## src/rtl/tcm_arb_ctrl.sv

```systemverilog
// Two-port (IFU read-only, LSU read/write) controller for one single-port synchronous TCM SRAM.
// Per-cycle round-robin arbitration, one outstanding request per port, stall-safe read data.

module tcm_rsp_slot #(
  parameter int DW = 32
) (
  input  logic          clk,
  input  logic          rst_n,
  input  logic          accept,
  input  logic          acc_err,
  input  logic          acc_rd,
  input  logic          rsp_ready,
  input  logic [DW-1:0] ram_dout,
  output logic          free,
  output logic          rsp_valid,
  output logic          rsp_err,
  output logic [DW-1:0] rsp_rdata
);

  typedef enum logic [1:0] {
    SLOT_IDLE,
    SLOT_PEND,
    SLOT_HOLD
  } slot_e;

  slot_e         state_q, state_d;
  logic          err_q, err_d;
  logic          rd_q, rd_d;
  logic [DW-1:0] hold_q, hold_d;

  // NOTE: every always_comb output gets a default first, so no path can infer a latch.
  always_comb begin
    state_d = state_q;
    err_d   = err_q;
    rd_d    = rd_q;
    hold_d  = hold_q;
    if (accept) begin
      state_d = SLOT_PEND;
      err_d   = acc_err;
      rd_d    = acc_rd;
    end else if ((state_q != SLOT_IDLE) && rsp_ready) begin
      state_d = SLOT_IDLE;
      err_d   = 1'b0;
      rd_d    = 1'b0;
    end else if (state_q == SLOT_PEND) begin
      // SRAM output is only valid for one cycle; freeze it before it moves on.
      state_d = SLOT_HOLD;
      hold_d  = rd_q ? ram_dout : '0;
    end
  end

  // NOTE: state uses non-blocking assignments; the data holding register is reset too,
  // so rdata reads zero out of reset rather than X.
  always_ff @(posedge clk or negedge rst_n) begin
    if (!rst_n) begin
      state_q <= SLOT_IDLE;
      err_q   <= 1'b0;
      rd_q    <= 1'b0;
      hold_q  <= '0;
    end else begin
      state_q <= state_d;
      err_q   <= err_d;
      rd_q    <= rd_d;
      hold_q  <= hold_d;
    end
  end

  always_comb begin
    rsp_valid = (state_q != SLOT_IDLE);
    rsp_err   = err_q;
    free      = (state_q == SLOT_IDLE) || rsp_ready;
    unique case (state_q)
      SLOT_PEND: rsp_rdata = rd_q ? ram_dout : '0;
      SLOT_HOLD: rsp_rdata = hold_q;
      default:   rsp_rdata = '0;
    endcase
  end

endmodule

module tcm_arb_ctrl #(
  parameter  int AW  = 16,
  parameter  int DW  = 32,
  localparam int MW  = DW / 8,
  localparam int RAW = AW - $clog2(MW)
) (
  input  logic           clk,
  input  logic           rst_n,
  input  logic           ifu_cmd_valid,
  output logic           ifu_cmd_ready,
  input  logic [AW-1:0]  ifu_cmd_addr,
  output logic           ifu_rsp_valid,
  input  logic           ifu_rsp_ready,
  output logic [DW-1:0]  ifu_rsp_rdata,
  output logic           ifu_rsp_err,
  input  logic           lsu_cmd_valid,
  output logic           lsu_cmd_ready,
  input  logic           lsu_cmd_read,
  input  logic [AW-1:0]  lsu_cmd_addr,
  input  logic [MW-1:0]  lsu_cmd_wmask,
  input  logic [DW-1:0]  lsu_cmd_wdata,
  output logic           lsu_rsp_valid,
  input  logic           lsu_rsp_ready,
  output logic [DW-1:0]  lsu_rsp_rdata,
  output logic           lsu_rsp_err,
  output logic           ram_cs,
  output logic           ram_we,
  output logic [RAW-1:0] ram_addr,
  output logic [MW-1:0]  ram_wem,
  output logic [DW-1:0]  ram_din,
  input  logic [DW-1:0]  ram_dout
);

  localparam int OFF = $clog2(MW);

  typedef enum logic {
    PTR_IFU,
    PTR_LSU
  } ptr_e;

  ptr_e ptr_q, ptr_d;
  logic ifu_free, lsu_free;
  logic ifu_elig, lsu_elig;
  logic ifu_mis, lsu_mis;
  logic ifu_need, lsu_need;
  logic ifu_gnt, lsu_gnt;
  logic ifu_accept, lsu_accept;

  // IFU fetches at instruction granularity and reads the containing DW word.
  assign ifu_mis  = (ifu_cmd_addr[1:0] != 2'b00);
  assign lsu_mis  = (lsu_cmd_addr[OFF-1:0] != '0);
  assign ifu_elig = ifu_cmd_valid && ifu_free;
  assign lsu_elig = lsu_cmd_valid && lsu_free;
  assign ifu_need = ifu_elig && !ifu_mis;
  assign lsu_need = lsu_elig && !lsu_mis;

  always_comb begin
    ifu_gnt = 1'b0;
    lsu_gnt = 1'b0;
    ptr_d   = ptr_q;
    if (ifu_need && lsu_need) begin
      ifu_gnt = (ptr_q == PTR_IFU);
      lsu_gnt = (ptr_q == PTR_LSU);
      ptr_d   = (ptr_q == PTR_IFU) ? PTR_LSU : PTR_IFU;
    end else begin
      ifu_gnt = ifu_need;
      lsu_gnt = lsu_need;
    end
  end

  always_ff @(posedge clk or negedge rst_n) begin
    if (!rst_n) begin
      ptr_q <= PTR_IFU;
    end else begin
      ptr_q <= ptr_d;
    end
  end

  // Misaligned requests bypass the SRAM, so they never compete for it.
  assign ifu_cmd_ready = ifu_elig && (ifu_mis || ifu_gnt);
  assign lsu_cmd_ready = lsu_elig && (lsu_mis || lsu_gnt);
  assign ifu_accept    = ifu_cmd_valid && ifu_cmd_ready;
  assign lsu_accept    = lsu_cmd_valid && lsu_cmd_ready;

  always_comb begin
    ram_cs   = ifu_gnt || lsu_gnt;
    ram_we   = lsu_gnt && !lsu_cmd_read;
    ram_addr = lsu_gnt ? lsu_cmd_addr[AW-1:OFF] : ifu_cmd_addr[AW-1:OFF];
    ram_wem  = ram_we ? lsu_cmd_wmask : '0;
    ram_din  = lsu_cmd_wdata;
  end

  tcm_rsp_slot #(.DW(DW)) u_ifu_slot (
    .clk       (clk),
    .rst_n     (rst_n),
    .accept    (ifu_accept),
    .acc_err   (ifu_mis),
    .acc_rd    (!ifu_mis),
    .rsp_ready (ifu_rsp_ready),
    .ram_dout  (ram_dout),
    .free      (ifu_free),
    .rsp_valid (ifu_rsp_valid),
    .rsp_err   (ifu_rsp_err),
    .rsp_rdata (ifu_rsp_rdata)
  );

  tcm_rsp_slot #(.DW(DW)) u_lsu_slot (
    .clk       (clk),
    .rst_n     (rst_n),
    .accept    (lsu_accept),
    .acc_err   (lsu_mis),
    .acc_rd    (!lsu_mis && lsu_cmd_read),
    .rsp_ready (lsu_rsp_ready),
    .ram_dout  (ram_dout),
    .free      (lsu_free),
    .rsp_valid (lsu_rsp_valid),
    .rsp_err   (lsu_rsp_err),
    .rsp_rdata (lsu_rsp_rdata)
  );

endmodule

```

## config.mk

```make
export PLATFORM = sky130hd
export DESIGN_NAME = tcm_arb_ctrl
export DESIGN_NICKNAME = d
export VERILOG_FILES = /design/src/rtl/tcm_arb_ctrl.sv
export SDC_FILE = /design/constraint.sdc
export NUM_CORES = 1
export LEC_CHECK = 0
export ABC_AREA = 0
export CORE_ASPECT_RATIO = 1.1
export CORE_MARGIN = 3
export CORE_UTILIZATION = 40
export CTS_CLUSTER_SIZE = 28
export DETAILED_ROUTE_END_ITERATION = 10
export PLACE_DENSITY = 0.82
export SLEW_MARGIN = 20
export SYNTH_ARGS = -nofsm -noshare
export SYNTH_HDL_FRONTEND = slang
export SYNTH_SLANG_ARGS = --single-unit
```

## constraint.sdc

```tcl
create_clock -name clk -period 2.5 [get_ports clk]
set_input_delay 0.25 -clock clk [delete_from_list [all_inputs] [get_ports clk]]
set_output_delay 0.25 -clock clk [all_outputs]
set_load 0.02 [all_outputs]
```

==> impl_metrics.csv <==
group,metric,value,unit
detailed_routing,drc,0,
die,initial_core_util,41.3,%
power,p_seq_share,29.3,%
logic_synthesis,synth_xor_xnor_area_share,0.203,%
setup_path,crit_slowest_cell,"dfrtp_1",
detailed_routing,avgRoutedWirePerCell,19.3,um
logic_synthesis,synth_fp_nets,531,
final_layout,layout_commonest_cell,"clkdlybuf4s50_1",
grt,antenna_found_initial,1,
logic_synthesis,synth-main-ff-cell,"dfrtp_1",
power,total_leakage_power,2.97,nW
logic_synthesis,yosysWarnings,0,
final_layout,final_cell_mix,"77 x clkdlybuf4s50_1, 73 x dfrtp_1, 63 x a22oi_1, 63 x nor2b_1, 56 x dlygate4sd2_1",
setup_path,worstRegToRegCells,8,
min_path,hold_class,"in -> async",
placed_design,pre_cts_ws,-0.232,ns
detailed_routing,dr_total_vias,3950,
logic_synthesis,synthAdderAreaFrac,1.74,%
logic_synthesis,synth-seq-cells,73,
setup_path,crit_arrival,2.15,ns
timing,tns,0,ns
setup_path,worstPathCellList,"inv_1, ha_1, o21ai_2, nor2_1, or2_4, buf_6, mux2_1, buf_4",
setup_path,path_buf_inv,3,
power,cell_internal_pwr,3.70,mW
die,dieHeight,115,um
setup_path,cp_top_family,"buffers and inverters",
placed_design,portBuffers,164,
clock_tree,clock_sinks,73,
clock_tree,ctsHoldBuffers,0,
logic_synthesis,netlist_instances,418,
setup_path,cp-end-kind,"output port",
timing,hold_viol_final,0,
final_layout,layout-drive-gt1-share,13.0,%
setup_path,worst-path-max-fanout,10,
timing,fin_crit,2.40,ns
detailed_routing,dr.max_layer_used,"met5",
final_layout,fin_cells,696,
setup_path,required,2.25,ns
logic_synthesis,avgSynthCellArea,10.3,um^2
die,rows,39,
die,floorplan.die_area,0.0121,mm^2
setup_path,cp.depth,8,
placed_design,gp_congestion,0.841,
setup_path,r2r_start,"u_lsu_slot.state_q[0]",
clock_tree,clk_pin_slew,0.06,ns
clock_tree,cts-root-buf,"clkbuf_16",
timing,setup_slack,0.0962,ns
power,switching_share,37.3,%
timing,setup_viol,0,
power,p_sw,2.20,mW
clock_tree,cts_buffers,9,
detailed_routing,wl_met1,5690,um
clock_tree,tritoncts,"yes",
timing,max_freq,0.416,GHz
die,ios,229,
timing,clock_skew,0.00829,ns
clock_tree,htreeDepth,3,
timing,slew_headroom,37.7,%
status,status,"finished, final reports clean",
logic_synthesis,ys_async_sr_fraction,100,%
logic_synthesis,synthMuxAreaShare,3.65,%
placed_design,dp_hpwl,8950,um
detailed_routing,drtIter0Drc,247,
final_layout,area_delta_synth_final,43.7,%
power,clock_power_share,23.0,%
clock_tree,insertion_delay,0.32,ns
placed_design,place_inst,678,
timing,fin_crit_sh,96.2,%
logic_synthesis,synth_compound_area_share,28.3,%
logic_synthesis,ys_seq_area_share,42.3,%
logic_synthesis,syn_area,0.00432,mm^2
logic_synthesis,synth.distinct_cells,37,
detailed_routing,wl_met2,6610,um
die,fp.dieW,105,um
setup_path,start_kind,"flop",
final_layout,antennaDiodeCount,0,
grt,grt_pass1_wl,21200,um
job,cap_violations,0,
timing,tightest_slew,0.934,ns
setup_path,r2r_setup_slack,0.50,ns
setup_path,reg2reg_to,"u_ifu_slot.hold_q[30]",
power,comb_power_share,47.6,%
grt,gr-total-overflow,0,
detailed_routing,drtPass1Iterations,5,
grt,grt_pass1_vias,4074,
timing,final_max_slew_viol_count,0,
final_layout,final_nets,662,
logic_synthesis,synth_top_family_by_area,"compound AO/OA/AOI/OAI gates",
setup_path,crit_type,"reg -> out",
grt,grt.total_usage,21.7,%
detailed_routing,wl_met3,838,um
clock_tree,clk_path_buf_depth,2,
grt,grt_max_degree,74,
power,power.total,5.90,mW
detailed_routing,viasPerCell,5.68,
logic_synthesis,synth_edf_count,0,
detailed_routing,drt_wl_total,13400,um
setup_path,crit_path_max_incr_delay,0.38,ns
logic_synthesis,synthSimpleGateAreaFrac,13.1,%
detailed_routing,ant_nets,0,
die,core,0.0104,mm^2
power,peakVddDrop,0.000509,V
power,p_per_area,952,mW/mm^2
## worst max path at each step
stage | start | endpoint | slack (ns)
4_1_cts | u_lsu_slot.state_q[1] | ram_wem[3] | -0.01
3_5_place_dp | ifu_cmd_addr[1] | ram_addr[7] | -0.23
2_1_floorplan | u_ifu_slot.state_q[0] | ram_wem[0] | 0.23
5_1_grt | u_ifu_slot.state_q[0] | ram_addr[7] | -0.004
6_report | u_ifu_slot.state_q[0] | ram_addr[7] | 0.1
3_3_place_gp | ifu_cmd_addr[1] | ram_addr[5] | -0.14
## cell type report
cell class	instances	area, um^2
repair buffers	191	1800
clock inverters	5	80.1
fillers	929	4240
clock buffers	10	239
inverters	10	37.5
multi-input cells	264	2040
well taps	143	179
flip-flops and latches	73	1830
## cell usage after synthesis, types with 2 or more instances
cell,n,area share [%]
clkbuf_1,26,2.3
a32o_1,32,7.4
buf_6,3,0.78
nand3_1,3,0.35
ha_1,6,1.7
a22o_1,32,6.5
o21ai_1,2,0.23
buf_2,9,1.0
nand2_1,6,0.52
mux2_1,14,3.7
a21oi_1,5,0.58
buf_4,33,5.7
inv_1,10,0.87
or3_1,2,0.29
nor3b_1,4,0.70
dfrtp_1,73,42
nor2_1,9,0.78
and2_1,3,0.43
o21ai_0,4,0.46
a22oi_1,63,11
nor2b_1,63,9.1
## power by group through the flow
stage	logic [mW]	clock network, mW	registers [mW]
after floorplan	1.85	0	1.70
after global placement	2.84	0	1.72
after detailed placement	2.91	0	1.74
after CTS	2.79	1.39	1.72
after global routing	3.03	1.44	1.76
final	2.81	1.36	1.73
## cells by family (layout without fill, tap and decap cells)
family / count (synthesis) / count (layout)
muxes: 14 / 14
buffers and inverters: 81 / 216
DFF: 73 / 73
AOI/OAI and AO/OA: 147 / 147
and+or+nand+nor: 96 / 96
xor gates and xnor gates: 1 / 1
adders and majority gates: 6 / 6
## per-layer routing
layer | global-route usage [%] | vias up
met5 | 0 | -
met4 | 7.96 | 2
met3 | 3.93 | 34
met2 | 36.4 | 160
met1 | 28.3 | 1959
li1 | - | 1795
## flip-flops by register name, summed over array words and instances (netlist names)
| register | flops |
|---|---|
| u_lsu_slot.rd_q | 1 |
| u_ifu_slot.rsp_err | 1 |
| u_lsu_slot.hold_q | 32 |
| u_lsu_slot.state_q | 2 |
| u_ifu_slot.hold_q | 32 |
| u_ifu_slot.state_q | 2 |
| ptr_q | 1 |
| u_ifu_slot.rd_q | 1 |
| u_lsu_slot.rsp_err | 1 |
## metrics by stage
stage	hold WS, ns	util (%)	area [um^2]
3_5_place_dp	0.450	57.1	5960
3_3_place_gp	0.430	57.1	5960
5_1_grt	0.155	59.4	6200
2_1_floorplan	-0.0456	-	4320
4_1_cts	0.108	58.8	6140
6_report	0.0764	59.4	6200
## what timing repair did
action,in CTS,in global routing
endpoints found under the setup margin,73,32
resized for setup,133,21
cloned,0,0
buffers inserted,0,3
Note: power is estimated with default switching activity, not from simulation.
